$ cat src/rtl/hash_seq_ctrl.sv
// hash_seq_ctrl: control sequencer for the NTRU-HRSS encapsulation hash path.
// Drives a Keccak-style datapath through PASSES passes. Each pass runs
// LOAD_STEPS absorb-load steps, ROUNDS permutation steps and ANS_STEPS
// accepted squeeze/answer steps. After the last pass the block halts, and it
// restarts from halt on start. A single clock is used throughout: the step
// rate comes from an internal prescaler, and every datapath action is a
// one-cycle strobe qualified by the step tick.
//
// Ports:
//   ex_clk       sole clock, rising edge
//   ovr_rst_n    asynchronous active-low reset
//   start        begin a sequence (sampled only in IDLE or HALT)
//   ans_ready    downstream accepts an answer step
//   busy         high in LOAD, PERMUTE and ANSWER
//   halt_n       low only in HALT
//   phase        prescaler count 0..DIV-1
//   p3_rst       first cycle of each step while busy
//   hash_sp      strobe: first LOAD step of each pass
//   hash_load    strobe: every LOAD step
//   hash_keccak  strobe: every PERMUTE step
//   hash_ans     strobe: every accepted ANSWER step
//   hash_fin     level, high in HALT
//   pass_idx     current pass, 0..PASSES-1
//   done         one-cycle pulse on the first HALT cycle
module hash_seq_ctrl #(
  parameter int unsigned DIV        = 5,
  parameter int unsigned LOAD_STEPS = 5,
  parameter int unsigned ROUNDS     = 24,
  parameter int unsigned ANS_STEPS  = 8,
  parameter int unsigned PASSES     = 3
) (
  input  logic       ex_clk,
  input  logic       ovr_rst_n,
  input  logic       start,
  input  logic       ans_ready,
  output logic       busy,
  output logic       halt_n,
  output logic [3:0] phase,
  output logic       p3_rst,
  output logic       hash_sp,
  output logic       hash_load,
  output logic       hash_keccak,
  output logic       hash_ans,
  output logic       hash_fin,
  output logic [3:0] pass_idx,
  output logic       done
);

  localparam int unsigned PH_W   = 4;
  localparam int unsigned CNT_W  = 8;
  localparam int unsigned PASS_W = 4;

  // Out-of-range parameters must stop elaboration.
  generate
    if (DIV < 2 || DIV > 16 ||
        LOAD_STEPS < 1 || LOAD_STEPS > 255 ||
        ROUNDS < 1 || ROUNDS > 255 ||
        ANS_STEPS < 1 || ANS_STEPS > 255 ||
        PASSES < 1 || PASSES > 15) begin : g_param_err
      $error("hash_seq_ctrl: parameter out of legal range");
    end
  endgenerate

  localparam logic [PH_W-1:0]   PH_LAST   = PH_W'(DIV - 1);
  localparam logic [CNT_W-1:0]  LOAD_LAST = CNT_W'(LOAD_STEPS - 1);
  localparam logic [CNT_W-1:0]  RND_LAST  = CNT_W'(ROUNDS - 1);
  localparam logic [CNT_W-1:0]  ANS_LAST  = CNT_W'(ANS_STEPS - 1);
  localparam logic [PASS_W-1:0] PASS_LAST = PASS_W'(PASSES - 1);

  localparam logic [2:0] ST_IDLE = 3'd0;
  localparam logic [2:0] ST_LOAD = 3'd1;
  localparam logic [2:0] ST_PERM = 3'd2;
  localparam logic [2:0] ST_ANS  = 3'd3;
  localparam logic [2:0] ST_HALT = 3'd4;

  logic [2:0]        state_q,    state_d;
  logic [PH_W-1:0]   phase_q,    phase_d;
  logic [CNT_W-1:0]  step_cnt_q, step_cnt_d;
  logic [PASS_W-1:0] pass_idx_q, pass_idx_d;
  logic              done_q,     done_d;

  logic busy_c;
  logic step_tick_c;
  logic ans_acc_c;

  // Decode of the registered state shared by next-state and strobe logic.
  always_comb begin
    busy_c      = (state_q == ST_LOAD) || (state_q == ST_PERM) ||
                  (state_q == ST_ANS);
    step_tick_c = busy_c && (phase_q == PH_LAST);
    ans_acc_c   = (state_q == ST_ANS) && step_tick_c && ans_ready;
  end

  // State and counter registers.
  always_ff @(posedge ex_clk or negedge ovr_rst_n) begin
    if (!ovr_rst_n) begin
      state_q    <= ST_IDLE;
      phase_q    <= '0;
      step_cnt_q <= '0;
      pass_idx_q <= '0;
      done_q     <= 1'b0;
    end else begin
      state_q    <= state_d;
      phase_q    <= phase_d;
      step_cnt_q <= step_cnt_d;
      pass_idx_q <= pass_idx_d;
      done_q     <= done_d;
    end
  end

  // Next-state logic.
  always_comb begin
    state_d    = state_q;
    phase_d    = phase_q;
    step_cnt_d = step_cnt_q;
    pass_idx_d = pass_idx_q;
    done_d     = 1'b0;

    // Prescaler wraps freely while busy, so a refused answer retries one
    // full step later.
    if (busy_c) begin
      phase_d = step_tick_c ? '0 : phase_q + PH_W'(1);
    end

    case (state_q)
      ST_IDLE, ST_HALT: begin
        if (start) begin
          state_d    = ST_LOAD;
          phase_d    = '0;
          step_cnt_d = '0;
          pass_idx_d = '0;
        end
      end

      ST_LOAD: begin
        if (step_tick_c) begin
          if (step_cnt_q == LOAD_LAST) begin
            state_d    = ST_PERM;
            step_cnt_d = '0;
          end else begin
            step_cnt_d = step_cnt_q + CNT_W'(1);
          end
        end
      end

      ST_PERM: begin
        if (step_tick_c) begin
          if (step_cnt_q == RND_LAST) begin
            state_d    = ST_ANS;
            step_cnt_d = '0;
          end else begin
            step_cnt_d = step_cnt_q + CNT_W'(1);
          end
        end
      end

      ST_ANS: begin
        if (ans_acc_c) begin
          if (step_cnt_q == ANS_LAST) begin
            step_cnt_d = '0;
            if (pass_idx_q == PASS_LAST) begin
              state_d = ST_HALT;
              phase_d = '0;
              done_d  = 1'b1;
            end else begin
              state_d    = ST_LOAD;
              pass_idx_d = pass_idx_q + PASS_W'(1);
            end
          end else begin
            step_cnt_d = step_cnt_q + CNT_W'(1);
          end
        end
      end

      default: begin
        state_d    = ST_IDLE;
        phase_d    = '0;
        step_cnt_d = '0;
        pass_idx_d = '0;
      end
    endcase
  end

  // Status levels and step-qualified strobes.
  assign busy        = busy_c;
  assign halt_n      = (state_q != ST_HALT);
  assign hash_fin    = (state_q == ST_HALT);
  assign phase       = phase_q;
  assign p3_rst      = busy_c && (phase_q == '0);
  assign hash_sp     = (state_q == ST_LOAD) && step_tick_c && (step_cnt_q == '0);
  assign hash_load   = (state_q == ST_LOAD) && step_tick_c;
  assign hash_keccak = (state_q == ST_PERM) && step_tick_c;
  assign hash_ans    = ans_acc_c;
  assign pass_idx    = pass_idx_q;
  assign done        = done_q;

endmodule

$ cat config.mk
export PLATFORM = sky130hd
export DESIGN_NAME = hash_seq_ctrl
export DESIGN_NICKNAME = d
export VERILOG_FILES = /design/src/rtl/hash_seq_ctrl.sv
export SDC_FILE = /design/constraint.sdc
export NUM_CORES = 1
export LEC_CHECK = 0
export ABC_CLOCK_PERIOD_IN_PS = 2250
export CAP_MARGIN = 10
export CORE_ASPECT_RATIO = 0.6
export CORE_MARGIN = 2
export CORE_UTILIZATION = 50
export CTS_CLUSTER_DIAMETER = 200
export DETAILED_ROUTE_END_ITERATION = 10
export GPL_ROUTABILITY_DRIVEN = 0
export PLACE_DENSITY_LB_ADDON = 0.05
export SKIP_LAST_GASP = 1
export SYNTH_ARGS = -nofsm -noshare
export SYNTH_HDL_FRONTEND = slang
export SYNTH_SLANG_ARGS = --single-unit
$ cat constraint.sdc
create_clock -name ex_clk -period 2.25 [get_ports ex_clk]
set_input_delay 0.3375 -clock ex_clk [delete_from_list [all_inputs] [get_ports ex_clk]]
set_output_delay 0.3375 -clock ex_clk [all_outputs]
set_load 0.02 [all_outputs]
Yosys cells after proc, flatten, opt, wreduce, memory -nomap -nowiden
Index checks and enable logic that the tools add are counted.

Add/subtract/negate cells: 3. Equality and inequality tests: 18. Mux-type cells: 33. Bitwise operators: 1. Reductions and logical operators: 17.

Operators with widths (number): 8-bit 2-to-1 mux (7); 4-bit 2-to-1 mux (10); 8-bit one-hot mux with 4 select lines (1); 3-bit 2-to-1 mux (8); 4-bit one-hot mux with 3 select lines (2); 8-bit by 3-bit == test with 1-bit output (second input constant) (2); 3-bit one-hot mux with 4 select lines (1); 2-bit != test (second input constant) (5); 4-bit by 1-bit adder with 4-bit output (second input constant) (2); 8-bit by 1-bit adder with 8-bit output (second input constant) (1); 8-bit by 5-bit == test with 1-bit output (second input constant) (1); 8-bit zero test (1); 1-bit logical AND (7); 7-bit AND reduction (1); 3-bit by 2-bit == test with 1-bit output (second input constant) (2); 2-bit by 1-bit != test with 1-bit output (second input constant) (3); 5-bit AND reduction (1); 4-bit by 2-bit == test with 1-bit output (second input constant) (1); 4-bit by 3-bit == test with 1-bit output (second input constant) (1); 4-bit zero test (1); 1-bit 2-to-1 mux (4); 4-bit AND reduction (1); 2-bit OR reduction (2); 3-bit by 1-bit == test with 1-bit output (second input constant) (1); 5 further kinds (6).

Bits in registers: 20.

Longest topological paths before layout
Depth after elaboration: 10. Depth in mapped cells: 8.

Worst setup path before layout
OpenSTA, ideal clock, no wires.

Path kind: register -> output. From: reg phase_q[0], in the netlist phase[0]. To: out hash_sp. Arrival: 1.754 ns. Path slack: 0.159 ns. Stages on the path, launching flop included: 6. Path through: dfrtp_1 -> inv_1 -> ha_1 -> nand3b_1 -> nor3_1 -> and3b_1.

Cells in the longest elaborated chain, start to end: 4.

RTL lines: from (decl) (line 77) `logic [PH_W-1:0] phase_q, phase_d;`; from (signal assigned) (line 104) `phase_q <= phase_d;`; 4-bit by 3-bit == test with 1-bit output (line 90) `step_tick_c = busy_c && (phase_q == PH_LAST);`; 1-bit logical AND (line 90); 1-bit logical AND; net hash_load (line 41) `output logic hash_load,`; 1-bit logical AND (line 190) `assign hash_sp = (state_q == ST_LOAD) && step_tick_c && (step_cnt_q == '0);`; to (decl) (line 40) `output logic hash_sp,`.

The timed path passes the listed nets, and every way through them passes these cells.

Worst setup path in the final report
From: reg step_cnt_q[3]. To: out hash_sp.

Cells in the longest elaborated chain, start to end: 2.

RTL lines: from (decl) (line 78) `logic [CNT_W-1:0] step_cnt_q, step_cnt_d;`; from (signal assigned) (line 105) `step_cnt_q <= step_cnt_d;`; 8-bit zero test (line 190); 1-bit logical AND (line 190).

No other way between the ends.

==> metrics.json <==
{
  "outcome": "complete, but fails checks",
  "violations": "setup timing",
  "crit-reg2reg-capture": "step_cnt_q[7]$_DFFE_PN0P_",
  "clock-skew-final_ns": 0.00761,
  "drt_iter0_drc": 108,
  "clock_sink_count": 20,
  "fp.dieArea_mm2": 0.00310,
  "area.growth.synth_to_final_pct": 31.6,
  "grt_use_total": 0.255,
  "synthesis.instances": 150,
  "layout.cells.non_filler": 218,
  "overflow": 0,
  "power.static_leakage_nw": 0.834,
  "drt-met1-wl_mm": 1.71,
  "crit_type": "flip-flop to output pin",
  "cts_root_buffer_type": "sky130_fd_sc_hd__clkbuf_8",
  "asyncSetResetFlopFracSynth": 1.00,
  "cts.hold.buffers_added": 0,
  "synth-seq-area-share": 0.377,
  "n_antenna_cell": 0,
  "timing.fmax_mhz": 435,
  "synth_enable_flop_cells": 0,
  "ff2ff_setup_slack_ns": 0.13,
  "cp_data_required_time_ns": 1.91,
  "core_area_mm2": 0.00252,
  "clk-insertion-delay-late_ns": 0.26,
  "wl_mm": 3.48,
  "syn-cell-area_mm2": 0.00133,
  "setup-tns-final_ns": -0.0464,
  "post_drt_via_cell_ratio": 5.95,
  "final_min_period_over_clock_period": 1.02,
  "regToRegStartpoint": "step_cnt_q[3]$_DFFE_PN0P_",
  "syn_area_per_cell_um2": 8.86,
  "setup.worst_path.end_class": "output pin",
  "max-cap-violations": 0,
  "pwr_density_cell_mw_per_mm2": 374,
  "cts_buffers": 3,
  "setup_viol": 1,
  "fin_ws_ns": -0.0464,
  "min_period_ns": 2.30,
  "crit_arrival_ns": 1.96,
  "io_buffers": 20,
  "layout_commonest_cell": "sky130_fd_sc_hd__dfrtp_1",
  "hold_viol": 0,
  "worst-slew-pin-transition_ns": 0.532,
  "largest_net_degree_at_the_start_of_global_routing": 21,
  "layout.nets": 197,
  "synth_ff_type": "sky130_fd_sc_hd__dfrtp_1",
  "die_h_um": 43.9,
  "drive_above_1_share": 0.161,
  "drcViolationCount": 0,
  "h_tree_lvls": 1,
  "detailroute.via_count": 1298,
  "pre_cts_slack_ns": -0.0727,
  "highest_layer": "met4",
  "crit_end": "hash_sp",
  "initial_utilization": 0.527,
  "startpoint_of_the_worst_setup_timing_path": "step_cnt_q[3]$_DFFE_PN0P_",
  "fp.dieW_um": 70.6,
  "avgRoutedWirePerCell_um": 16.0,
  "reg2reg_depth": 6,
  "drv_slew": 0,
  "tritoncts": "built",
  "grt_pass1_vias": 1287,
  "grt_pass1_wl_mm": 6.03,
  "worst_path_max_fanout": 2,
  "dr.pass1.iters": 4,
  "irDropWorstVdd_mv": 0.328,
  "floorplan.io_pins": 21,
  "yosysWarningCount": 0,
  "worst_hold_path_type": "primary input to asynchronous set/reset pin",
  "relSlewSlack": 0.642,
  "rsz0062_at_grt": "yes",
  "yosys_register_bits": 20,
  "place_inst": 213,
  "hpwl_mm": 2.64,
  "initial_antenna_violation_count": 0,
  "clk_pin_slew_worst_paths_ns": 0.08,
  "drt.antenna.violating_nets": 0,
  "layout.cells.most_common_list": "sky130_fd_sc_hd__dfrtp_1, sky130_fd_sc_hd__buf_4, sky130_fd_sc_hd__o21ai_1",
  "cts_buffer_depth": 2,
  "num-fill-cells": 212,
  "worst_setup_path_start_kind": "flip-flop",
  "wl_met3_um": 233,
  "syn-num-nets": 160,
  "rows": 14,
  "met2_layer_wire_length_in_the_routed_design_mm": 1.52,
  "synth.distinct_cells": 46
}
## power by group
part,total (mW),switching [mW],internal (mW)
logic,0.0154,0.00915,0.00623
clock network,0.280,0.124,0.156
registers,0.359,0,0.359
total,0.655,0.133,0.521
## metrics by stage
stage / total power [mW] / area [um^2] / util / hold WS, ns
CTS: 0.662 / 1730 / 0.685 / 0.417
detailed placement: 0.382 / 1670 / 0.662 / 0.563
floorplan: 0.367 / 1330 / - / 0.0419
finish: 0.655 / 1750 / 0.693 / 0.410
global route: 0.676 / 1750 / 0.693 / 0.444
global placement: 0.382 / 1670 / 0.662 / 0.540
## synth_stat cells (all sizes together) (2+ instances only)
library cell	number	area share
inv	7	0.020
and3b	3	0.020
nand3	10	0.047
nor2b	2	0.0094
nand2b	2	0.0094
a21oi	6	0.023
ha	6	0.056
nor2	11	0.031
nor3b	3	0.017
o21ba	2	0.015
and3	4	0.019
a21o	2	0.011
and2	3	0.014
nand3b	3	0.017
o41ai	2	0.013
dfrtp	20	0.38
clkbuf	5	0.014
or4	2	0.011
o21ai	20	0.078
nand2	7	0.022
o31ai	5	0.028
nor3	3	0.011
nor4	2	0.014
a22o	3	0.020
## layer usage
layer,global-route usage,vias up
li1,-,633
met1,0.378,624
met2,0.391,39
met3,0.0581,2
met4,0.0453,0
met5,0,-
## kinds of logic after synthesis
family / after synthesis / synth area share
AND/OR/NAND/NOR: 60 / 0.269
adder cells (fa/ha/maj): 6 / 0.0565
XOR/XNOR: 1 / 0.00659
flip-flops: 20 / 0.377
buffers and inverters: 14 / 0.0424
AO/OA/AOI/OAI: 48 / 0.240
multiplexers: 1 / 0.00847
## worst min-delay path by stage
stage	end	slack, ns
after floorplan	done$_DFF_PN0_	0.04
after global placement	phase[3]$_DFF_PN0_	0.54
after detailed placement	phase[3]$_DFF_PN0_	0.56
after CTS	phase[0]$_DFF_PN0_	0.42
after global routing	phase[0]$_DFF_PN0_	0.44
final	phase[0]$_DFF_PN0_	0.41
## repair_timing
action | CTS | global route
pin swaps | 0 | 1
setup endpoints to repair | 4 | 4
resized for setup | 5 | 4
buffers inserted | 0 | 1
## worst max-delay path, stage by stage, from the launching register on
cell and delay, ns:
sky130_fd_sc_hd__dfrtp_1 0.38, sky130_fd_sc_hd__or4_1 0.59, sky130_fd_sc_hd__nor3b_2 0.26, sky130_fd_sc_hd__and3b_1 0.18
sky130_fd_sc_hd__clkdlybuf4s15_1 0.29
## flip-flops by register name, summed over array words and instances (netlist names)
register and count:
step_cnt_q 8, pass_idx 4, phase 4, state_q 3, done 1
## cell type report
type                    instances  area [um^2]  area share
repair buffers                 38          338       0.193
clock buffers                   4         55.1      0.0315
inverters                       8         30.0      0.0172
well taps                      32         40.0      0.0229
flip-flops and latches         20          500       0.286
multi-input cells             116          786       0.449
(Power assumes the default switching activity.)
